**src/rtl/data_mem_responder_pkg.sv**
```systemverilog
// data_mem_responder_pkg
// Shared definitions for the data memory responder: access size encodings,
// FSM state type, and helpers for the alignment check and the store lane merge.
package data_mem_responder_pkg;

  localparam logic [1:0] SZ_BYTE = 2'b00;
  localparam logic [1:0] SZ_HALF = 2'b01;
  localparam logic [1:0] SZ_WORD = 2'b10;
  localparam logic [1:0] SZ_ILL  = 2'b11;

  typedef enum logic [1:0] {
    S_IDLE = 2'd0,
    S_WAIT = 2'd1,
    S_RESP = 2'd2
  } state_t;

  // Illegal size or a lane offset not aligned to the access size.
  function automatic logic access_fault(input logic [1:0] size, input logic [1:0] lane);
    case (size)
      SZ_BYTE: access_fault = 1'b0;
      SZ_HALF: access_fault = lane[0];
      SZ_WORD: access_fault = (lane != 2'b00);
      default: access_fault = 1'b1;
    endcase
  endfunction

  // Replace only the addressed lanes of old_word with the low bits of wdata.
  function automatic logic [31:0] store_merge(input logic [31:0] old_word,
                                              input logic [31:0] wdata,
                                              input logic [1:0]  size,
                                              input logic [1:0]  lane);
    logic [31:0] w;
    w = old_word;
    case (size)
      SZ_BYTE: w[{lane, 3'b000} +: 8]     = wdata[7:0];
      SZ_HALF: w[{lane[1], 4'b0000} +: 16] = wdata[15:0];
      SZ_WORD: w = wdata;
      default: w = old_word;
    endcase
    return w;
  endfunction

endpackage

```
**src/rtl/data_mem_responder_if.sv**
```systemverilog
// data_mem_responder_if
// Request/response bus between a load/store requester (master) and the
// data memory responder (slave).
//   req_valid/req_ready  request handshake
//   req_we, req_addr, req_size, req_unsigned, req_wdata  request fields
//   rsp_valid/rsp_ready  response handshake
//   rsp_rdata, rsp_err   response fields
//   err_inject           only when DMEM_PARITY_EN is defined
interface data_mem_responder_if #(parameter int AW = 7) ();
  logic          req_valid;
  logic          req_ready;
  logic          req_we;
  logic [AW-1:0] req_addr;
  logic [1:0]    req_size;
  logic          req_unsigned;
  logic [31:0]   req_wdata;
  logic          rsp_valid;
  logic          rsp_ready;
  logic [31:0]   rsp_rdata;
  logic          rsp_err;
`ifdef DMEM_PARITY_EN
  logic          err_inject;

  modport master (
    output req_valid, req_we, req_addr, req_size, req_unsigned, req_wdata, rsp_ready, err_inject,
    input  req_ready, rsp_valid, rsp_rdata, rsp_err
  );
  modport slave (
    input  req_valid, req_we, req_addr, req_size, req_unsigned, req_wdata, rsp_ready, err_inject,
    output req_ready, rsp_valid, rsp_rdata, rsp_err
  );
`else
  modport master (
    output req_valid, req_we, req_addr, req_size, req_unsigned, req_wdata, rsp_ready,
    input  req_ready, rsp_valid, rsp_rdata, rsp_err
  );
  modport slave (
    input  req_valid, req_we, req_addr, req_size, req_unsigned, req_wdata, rsp_ready,
    output req_ready, rsp_valid, rsp_rdata, rsp_err
  );
`endif
endinterface

```
**src/rtl/data_mem_responder_load_align.sv**
```systemverilog
// data_mem_responder_load_align
// Combinational load formatter: picks the addressed byte/half/word out of a
// memory word and sign- or zero-extends it to 32 bits.
//   word  in   memory word
//   lane  in   byte offset addr[1:0]
//   size  in   access size encoding
//   uns   in   1 = zero-extend, 0 = sign-extend
//   data  out  formatted load data (0 for an illegal size)
module data_mem_responder_load_align
  import data_mem_responder_pkg::*;
(
  input  logic [31:0] word,
  input  logic [1:0]  lane,
  input  logic [1:0]  size,
  input  logic        uns,
  output logic [31:0] data
);

  logic [7:0]  byte_v;
  logic [15:0] half_v;

  always_comb begin
    byte_v = word[{lane, 3'b000} +: 8];
    half_v = word[{lane[1], 4'b0000} +: 16];
    data   = '0;
    case (size)
      SZ_BYTE: data = {{24{~uns & byte_v[7]}}, byte_v};
      SZ_HALF: data = {{16{~uns & half_v[15]}}, half_v};
      SZ_WORD: data = word;
      default: data = '0;
    endcase
  end

endmodule

```
**src/rtl/data_mem_responder.sv**
```systemverilog
// data_mem_responder
// Single-port data memory that answers one load/store request at a time
// after a fixed number of wait states.
//   clk    in  clock
//   rst_n  in  asynchronous active-low reset (also clears the memory)
//   bus    slave side of data_mem_responder_if
// Parameters: AW byte-address width (2**(AW-2) words), WAIT_STATES 0..15.
// Optional: DMEM_PARITY_EN adds per-word even parity and the err_inject input.
//
// state  | meaning
// S_IDLE | ready for a request; accept captures fields and loads the counter
// S_WAIT | counting wait states; access happens on the edge the count hits 0
// S_RESP | response held until rsp_ready
module data_mem_responder
  import data_mem_responder_pkg::*;
#(
  parameter int AW          = 7,
  parameter int WAIT_STATES = 1
) (
  input logic                 clk,
  input logic                 rst_n,
  data_mem_responder_if.slave bus
);

  localparam int         WORDS = 2 ** (AW - 2);
  localparam logic [3:0] WS    = 4'(WAIT_STATES);

  state_t        state;
  logic [3:0]    cnt;
  logic          req_ready_q, rsp_valid_q, rsp_err_q;
  logic [31:0]   rsp_rdata_q;

  logic          c_we, c_uns;
  logic [AW-1:0] c_addr;
  logic [1:0]    c_size;
  logic [31:0]   c_wdata;

  logic [31:0]   mem [WORDS];

  // Access fields: straight from the bus when the access happens on the
  // accept edge (WAIT_STATES = 0), otherwise from the captured copy.
  logic          a_we, a_uns, a_inj;
  logic [AW-1:0] a_addr;
  logic [1:0]    a_size, lane;
  logic [31:0]   a_wdata, rd_word, ld_data, wr_word, acc_rdata;
  logic [AW-3:0] idx;
  logic          access_now, fault, par_bad, wr_en, acc_err;

`ifdef DMEM_PARITY_EN
  logic          c_inj;
  logic [WORDS-1:0] par;
`endif

  always_comb begin
    if (state == S_IDLE) begin
      a_we    = bus.req_we;
      a_uns   = bus.req_unsigned;
      a_addr  = bus.req_addr;
      a_size  = bus.req_size;
      a_wdata = bus.req_wdata;
    end else begin
      a_we    = c_we;
      a_uns   = c_uns;
      a_addr  = c_addr;
      a_size  = c_size;
      a_wdata = c_wdata;
    end
`ifdef DMEM_PARITY_EN
    a_inj   = (state == S_IDLE) ? bus.err_inject : c_inj;
    par_bad = ((^rd_word) != par[idx]);
`else
    a_inj   = 1'b0;
    par_bad = 1'b0;
`endif
    idx        = a_addr[AW-1:2];
    lane       = a_addr[1:0];
    rd_word    = mem[idx];
    fault      = access_fault(a_size, lane);
    access_now = ((state == S_IDLE) && bus.req_valid && (WS == 4'd0)) ||
                 ((state == S_WAIT) && (cnt == 4'd1));
    wr_en      = access_now && a_we && !fault;
    wr_word    = store_merge(rd_word, a_wdata, a_size, lane);
    acc_err    = fault || (!a_we && par_bad);
    acc_rdata  = (acc_err || a_we) ? 32'd0 : ld_data;
  end

  data_mem_responder_load_align u_load_align (
    .word (rd_word),
    .lane (lane),
    .size (a_size),
    .uns  (a_uns),
    .data (ld_data)
  );

  always_ff @(posedge clk or negedge rst_n) begin
    if (!rst_n) begin
      state       <= S_IDLE;
      cnt         <= '0;
      req_ready_q <= 1'b1;
      rsp_valid_q <= 1'b0;
      rsp_rdata_q <= '0;
      rsp_err_q   <= 1'b0;
      c_we        <= 1'b0;
      c_uns       <= 1'b0;
      c_addr      <= '0;
      c_size      <= SZ_BYTE;
      c_wdata     <= '0;
`ifdef DMEM_PARITY_EN
      c_inj       <= 1'b0;
`endif
    end else begin
      case (state)
        S_IDLE: begin
          if (bus.req_valid) begin
            c_we        <= bus.req_we;
            c_uns       <= bus.req_unsigned;
            c_addr      <= bus.req_addr;
            c_size      <= bus.req_size;
            c_wdata     <= bus.req_wdata;
`ifdef DMEM_PARITY_EN
            c_inj       <= bus.err_inject;
`endif
            cnt         <= WS;
            req_ready_q <= 1'b0;
            if (WS == 4'd0) begin
              state       <= S_RESP;
              rsp_valid_q <= 1'b1;
              rsp_rdata_q <= acc_rdata;
              rsp_err_q   <= acc_err;
            end else begin
              state <= S_WAIT;
            end
          end
        end
        S_WAIT: begin
          cnt <= cnt - 4'd1;
          if (cnt == 4'd1) begin
            state       <= S_RESP;
            rsp_valid_q <= 1'b1;
            rsp_rdata_q <= acc_rdata;
            rsp_err_q   <= acc_err;
          end
        end
        S_RESP: begin
          if (bus.rsp_ready) begin
            state       <= S_IDLE;
            req_ready_q <= 1'b1;
            rsp_valid_q <= 1'b0;
            rsp_rdata_q <= '0;
            rsp_err_q   <= 1'b0;
          end
        end
        default: state <= S_IDLE;
      endcase
    end
  end

  always_ff @(posedge clk or negedge rst_n) begin
    if (!rst_n) begin
      for (int i = 0; i < WORDS; i++) mem[i] <= '0;
`ifdef DMEM_PARITY_EN
      par <= '0;
`endif
    end else if (wr_en) begin
      mem[idx] <= wr_word;
`ifdef DMEM_PARITY_EN
      // Even parity; err_inject deliberately stores the wrong sense.
      par[idx] <= (^wr_word) ^ a_inj;
`endif
    end
  end

  assign bus.req_ready = req_ready_q;
  assign bus.rsp_valid = rsp_valid_q;
  assign bus.rsp_rdata = rsp_rdata_q;
  assign bus.rsp_err   = rsp_err_q;

endmodule

```
**src/flat_wrapper.sv**
```systemverilog
// flat-port wrapper written by rule: the top's interface ports become plain ports
module data_mem_responder_flat import data_mem_responder_pkg::*;
#(
  parameter int AW          = 7,
  parameter int WAIT_STATES = 1
)
  (clk, rst_n, bus_req_valid, bus_req_we, bus_req_addr, bus_req_size, bus_req_unsigned, bus_req_wdata, bus_rsp_ready, bus_req_ready, bus_rsp_valid, bus_rsp_rdata, bus_rsp_err);
  data_mem_responder_if #(.AW(AW)) bus_i ();
  input logic clk;
  input logic rst_n;
  input wire logic [$bits(bus_i.req_valid)-1:0] bus_req_valid;
  input wire logic [$bits(bus_i.req_we)-1:0] bus_req_we;
  input wire logic [$bits(bus_i.req_addr)-1:0] bus_req_addr;
  input wire logic [$bits(bus_i.req_size)-1:0] bus_req_size;
  input wire logic [$bits(bus_i.req_unsigned)-1:0] bus_req_unsigned;
  input wire logic [$bits(bus_i.req_wdata)-1:0] bus_req_wdata;
  input wire logic [$bits(bus_i.rsp_ready)-1:0] bus_rsp_ready;
  output wire logic [$bits(bus_i.req_ready)-1:0] bus_req_ready;
  output wire logic [$bits(bus_i.rsp_valid)-1:0] bus_rsp_valid;
  output wire logic [$bits(bus_i.rsp_rdata)-1:0] bus_rsp_rdata;
  output wire logic [$bits(bus_i.rsp_err)-1:0] bus_rsp_err;
  assign bus_i.req_valid = bus_req_valid;
  assign bus_i.req_we = bus_req_we;
  assign bus_i.req_addr = bus_req_addr;
  assign bus_i.req_size = bus_req_size;
  assign bus_i.req_unsigned = bus_req_unsigned;
  assign bus_i.req_wdata = bus_req_wdata;
  assign bus_i.rsp_ready = bus_rsp_ready;
  assign bus_req_ready = bus_i.req_ready;
  assign bus_rsp_valid = bus_i.rsp_valid;
  assign bus_rsp_rdata = bus_i.rsp_rdata;
  assign bus_rsp_err = bus_i.rsp_err;
  data_mem_responder #(.AW(AW), .WAIT_STATES(WAIT_STATES)) u_core (.clk(clk), .rst_n(rst_n), .bus(bus_i));
endmodule
```
**config.mk**
```make
export PLATFORM = sky130hd
export DESIGN_NAME = data_mem_responder_flat
export DESIGN_NICKNAME = d
export VERILOG_FILES = /design/src/rtl/data_mem_responder_pkg.sv /design/src/rtl/data_mem_responder_if.sv /design/src/rtl/data_mem_responder_load_align.sv /design/src/rtl/data_mem_responder.sv /design/src/flat_wrapper.sv
export SDC_FILE = /design/constraint.sdc
export NUM_CORES = 2
export LEC_CHECK = 0
export ABC_AREA = 1
export BUFFER_PORTS_ARGS = -buffer_cell sky130_fd_sc_hd__clkbuf_2
export CAP_MARGIN = 20
export CORE_MARGIN = 1
export CORE_UTILIZATION = 55
export DETAILED_ROUTE_END_ITERATION = 6
export PLACE_DENSITY = 0.73
export SLEW_MARGIN = 20
export SYNTH_ARGS = -nofsm -noshare
export SYNTH_HDL_FRONTEND = slang
export SYNTH_SLANG_ARGS = --single-unit
```
**constraint.sdc**
```tcl
create_clock -name clk -period 4.85 [get_ports clk]
set_input_delay 0.97 -clock clk [delete_from_list [all_inputs] [get_ports clk]]
set_output_delay 0.97 -clock clk [all_outputs]
set_load 0.01 [all_outputs]
```
== Word-level counts from Yosys, hierarchy flattened ==
Index checks and enable logic that the tools add are counted.

* Bits in registers: 1108
* Word-level logic and storage cells: 117

* $add $sub $neg: 3
* Bitwise operators: 4
* $lt $le $gt $ge: 2
* Shift-type cells: 6
* Equal/unequal tests: 8
* Reductions and logical operators: 17
* Multiplexer cells: 34

{| class="wikitable"
|+ Operators by type and width
! kind !! number
|-
| $bwmux W1024 || 1
|-
| $mux W32 || 7
|-
| $pmux W32 S3 || 2
|-
| $bmux W32 S5 || 1
|-
| $demux W32 S5 || 1
|-
| $bwmux W32 || 2
|-
| $pmux W32 S2 || 1
|-
| $shift A16 B7 Y32 const A || 1
|-
| $shift A8 B7 Y32 const A || 1
|-
| $shiftx A16 B7 Y32 || 1
|-
| $shiftx A32 B6 Y16 || 1
|-
| $shiftx A32 B6 Y8 || 1
|-
| $shiftx A8 B7 Y32 || 1
|-
| $neg A5 Y7 || 2
|-
| $reduce_and A3 Y1 || 3
|-
| $mux W2 || 4
|-
| $pmux W4 S2 || 1
|-
| $reduce_bool A2 Y1 || 4
|-
| $mux W1 || 7
|-
| $mux W7 || 1
|-
| $ge A6 B6 Y1 const B || 1
|-
| $lt A6 B1 Y1 const B || 1
|-
| $ne A2 B2 Y1 const B || 3
|-
| $not A5 Y6 || 1
|-
| 15 further kinds || 25
|}

== Longest topological paths before layout ==
* Depth after elaboration: 12
* Mapped depth: 24

== Modules after synthesis ==
A second synthesis with hierarchy kept.

* Cells, all modules: 9609
* Area total of the unflattened synthesis: 63073.0 um^2

{| class="wikitable"
|+ Modules (own cells, without submodules)
! module !! sequential area each (um^2) !! area each (um^2) !! cells each !! instances
|-
| data_mem_responder || 27727.8 || 62179.6 || 9407 || 1
|-
| data_mem_responder_load_align || 0.0 || 893.4 || 202 || 1
|}

== Worst setup path after synthesis ==
Ideal clock, no wire load.

* Path kind: in2reg
* Start point: in bus_req_addr[1]
* End point: reg u_core.mem[679] (netlist bit)
* Data arrival time: 3632 ps
* Path slack: 1141 ps
* Stages on the path: 16
* Path buffers: 5
* Library setup time: 77 ps
* Data required time: 4773 ps
* Cells stage by stage: inv_1 nand2_1 o21ai_1 clkbuf_1 buf_2 buf_2 ha_1 clkbuf_1 nor3_1 nand2_1 a21oi_1 nand2_1 nand3_1 buf_2 nand3_1 o21ai_1

* Longest elaborated chain between the ends: 6
* Elaborated cells on any way between the ends: 15
* Classes of those cells: add/sub: 2; shift: 4; mux: 6; reduce/logical: 3

{| class="wikitable"
|+ Ends and longest elaborated chain
! item !! line !! text
|-
| start: declaration || flat_wrapper.sv:13 || <nowiki>input wire logic [$bits(bus_i.req_addr)-1:0] bus_req_addr;</nowiki>
|-
| $mux W7 (*) || data_mem_responder.sv:55 || <nowiki>if (state == S_IDLE) begin</nowiki>
|-
| $neg A5 Y7 (on tied branches) || data_mem_responder_pkg.sv:36, data_mem_responder_pkg.sv:35 ||
|-
| $shiftx A16 B7 Y32, or another cell as far along || data_mem_responder_pkg.sv:36 || <nowiki>SZ_HALF: w[{lane[1], 4'b0000} +: 16] = wdata[15:0];</nowiki>
|-
| $bwmux W32 (on tied branches) || data_mem_responder_pkg.sv:36, data_mem_responder_pkg.sv:35 ||
|-
| $pmux W32 S3 || data_mem_responder_pkg.sv:34 || <nowiki>case (size)</nowiki>
|-
| $bwmux W1024 || data_mem_responder.sv:165 || <nowiki>mem[idx] <= wr_word;</nowiki>
|-
| end signal: indexed assignment || data_mem_responder.sv:165 ||
|-
| end: declaration || data_mem_responder.sv:38 || <nowiki>logic [31:0] mem [WORDS];</nowiki>
|}

Every way passes the cells marked *; elsewhere a longest branch is shown, timed or not.
A chain may end at the register's enable or synchronous reset.

== Final worst setup path ==
* Start point: reg u_core.state[0]
* End point: reg u_core.mem[414] (netlist bit)

* Longest elaborated chain between the ends: 9
* Elaborated cells on any way between the ends: 34
* Classes of those cells: add/sub: 2; order compare: 2; eq/ne: 3; shift: 4; mux: 14; bitwise: 1; reduce/logical: 8

{| class="wikitable"
|+ Ends and longest elaborated chain
! item !! line !! text
|-
| start: declaration || data_mem_responder.sv:28 || <nowiki>state_t state;</nowiki>
|-
| start signal: assignment || data_mem_responder.sv:97 || <nowiki>state <= S_IDLE;</nowiki>
|-
| start signal: assignment || data_mem_responder.sv:126 || <nowiki>state <= S_RESP;</nowiki>
|-
| start signal: assignment || data_mem_responder.sv:131 || <nowiki>state <= S_WAIT;</nowiki>
|-
| parallel branches: the longest is 9 deep, another holds $neg A5 Y7 || n/a ||
|}

Parallel ways; which one is timed is not known. The select of a mux whose other input is x is not followed.

==> qor.txt <==
outcome = complete, no violations
Clock Pin Slew Worst Setup and Hold Paths = 0.06 ns
Resized Gates After CTS = 0
mean area per synthesized cell = 7.084 sq um
Syn Nets = 8,286
DRC = 0
post-synthesis cell count = 8,232
crit start category = flip-flop
# nets final = 8,180
Top Ports = 82
pins over their slew limit = 0
share of cells above drive strength 1 = 9.307%
chip height = 327.6 um
Required @ worst endpoint = 5.51 ns
critical path capture point type = flip-flop
Crit path buffers/inverters = 3
starting DRC count in detailed routing = 7,882
H-tree level count = 3
Final Cycle Share = 91.19%
Max Clock Skew = 0.02535 ns
root buffer cell = clkbuf_16
Synth Area in Compound Gates = 5.563%
initial antenna violation count = 1
CTS sink count = 1,108
fillers = 9,490
final setup violation count = 0
CP top delay family = simple AND/OR/NAND/NOR gates
Netlist cell types = 43
predominant post-synthesis flop cell = dfrtp_1
Final ANT Viol Nets = 0
final wirelength = 213.4 mm
Post CTS Setup Buffer Count = 0
critical path's slowest cell = dfrtp_1
Die Wd = 327.6 um
share of the synthesized area in the top cell type = 47.50%
routability-driven placement congestion ratio = 0.9427
adder-cell share of the synthesized area = 0.1502%
CTS tree = yes
area of the core = 0.1053 sq mm
Worst Path Arrival = 5.08 ns
RSZ-0062 raised after global routing = false
hold buffers post-CTS = 0
crit-path cells = nor2_8 > nand2_2 > nand2_8 > buf_12 > buf_12 > nor2_1 > o21ai_0 > nand2_1 > nand2_1 > nand2_1 > nor2_2 > nand2_1 > nand2_1 > buf_4 > nand3_1 > nand2_1
post-DP HPWL = 131.7 mm
post-route cell area = 0.06469 sq mm
Worst Hold Class = primary input to async pin
max incr delay on CP = 0.46 ns
Post-Synth Simple-Gate Area = 37.95%
Placed Instances = 9,395
Ys Warns = 0
Port Buffer Count = 81
slew of the pin with the lowest slew margin = 1.120 ns
Yosys top cell by area = dfrtp_1
diode count = 0
cts bufs inserted = 119
setup TNS = 0 ns
total grt overflow = 0
area grow syn2layout = 10.93%
Post-synth EDFFs = 0
Final Non-Filler Cells = 9,611
area of the multi-input gates = 0.02579 sq mm
cell area after synthesis = 0.05832 sq mm
Seq. cell area = 0.02773 sq mm
first-pass detailed-route iteration total = 6
via count = 56,844
first-pass GRT wire length = 326.2 mm
async set-reset flop share out of synthesis = 100.0%
Yosys reg bits = 1,108
min Tclk post-route = 4.423 ns
post-synthesis mux area share = 0.03862%
Initial Util = 55.40%
Max-slew headroom = 25.13%
die area = 0.1073 sq mm
vias per cell = 5.914
cell mode on critical path = nand2_1
Fmax = 226.1 MHz
Hold Violations, Final = 0
clock buffer depth = 3
vias in the first global route = 54,140
largest net degree at the start of global routing = 101
max_cap viols = 0
synth top area cells = dfrtp_1, nand2_1, nand3_1
critical path class = flip-flop to flip-flop
main combinational cell family by area after synthesis = simple AND/OR/NAND/NOR gates
gr usage total = 39.63%
WL per Instance = 22.21 um
Seq/Total Area, Yosys = 47.55%
# rows = 119
XOR/XNOR share of the synthesized area = 0%
placed cell areas = 0.06053 sq mm
Critical Path Fanout Max = 49
Worst-Skew Late Latency = 0.74 ns
through the flow:
step / hold slack (ns) / util [%] / setup slack [ns]
after detailed placement: 0.4580 / 57.50 / 0.4336
after global routing: 0.3352 / 61.46 / 0.1973
after CTS: 0.3083 / 61.43 / 0.4651
after floorplan: 0.4414 / - / 1.141
after global placement: 0.4546 / 57.50 / 0.4443
final: 0.3258 / 61.46 / 0.4271
cell type report:
class	count	area share [%]
flip-flops and latches	1108	42.86
multi-input cells	6065	39.86
clock buffers	174	5.595
repair buffers	373	5.531
well taps	1391	2.690
inverters	459	2.663
clock inverters	41	0.7968
placed cells by master, fill, tap and decap left out, types with 80 or more instances in the layout:
master,instances
nand3_1,991
inv_1,416
nand2_1,3543
o21ai_0,396
clkbuf_16,123
clkbuf_2,80
buf_4,215
o21ai_1,163
nor2_1,706
dfrtp_1,1107
registers in the layout, indices dropped and copies added, names as in the netlist:
name,count
u_core.c_wdata,32
u_core.c_addr,7
u_core.bus.rsp_valid,1
u_core.cnt,4
u_core.bus.req_ready,1
u_core.c_uns,1
u_core.bus.rsp_rdata,32
u_core.state,2
u_core.bus.rsp_err,1
u_core.c_size,2
u_core.mem,1024
u_core.c_we,1
path summary, 6_finish.rpt:
kind,start,endpoint,slack [ns],cells past startpoint
max in group asynchronous,rst_n,u_core.mem[27],3.40,2
min in group clk,bus_rsp_ready,u_core.state[1],0.44,2
setup reg to reg,u_core.state[0],u_core.mem[414],0.43,16
hold reg to reg,u_core.mem[826],u_core.mem[826],0.47,2
hold / removal,rst_n,u_core.mem[191],0.33,1
setup / recovery,u_core.state[0],u_core.mem[414],0.43,16
routing by layer:
metal | track usage (%) | up-vias | routed length (um)
li1 | - | 25332 | -
met1 | 54.85 | 27038 | 83320
met2 | 58.64 | 3785 | 91980
met3 | 8.364 | 687 | 25340
met4 | 20.93 | 2 | 12760
met5 | 0 | - | 13
Yosys cell counts, types with 3 or more instances:
master       n
nand2_2     14
nand3_2     24
nand3_1    991
buf_4       62
nand4_2      3
dfrtp_1   1107
buf_6       83
o21ai_1    164
nand3b_1     8
o211ai_1     3
ha_1         7
nand2_4      5
or2_0        9
clkbuf_1   254
o21ai_0    396
nor3_1       3
inv_1      416
or2_1       16
nor3_2       6
buf_2      178
clkbuf_2     3
nor2_1     730
inv_2       41
or2_2       42
o21ai_2      3
nor2_2      20
buf_1       17
a21oi_1     65
nand2_1   3545
cell families after synthesis:
logic type,Yosys count
mux,2
fa+ha+maj,7
flops,1108
simple gates,5418
buf+inv,1059
compound gates,638
Power is left out: the tool's default activity adds up to more than one toggle a clock period on the data nets, which glitch-free logic cannot reach.
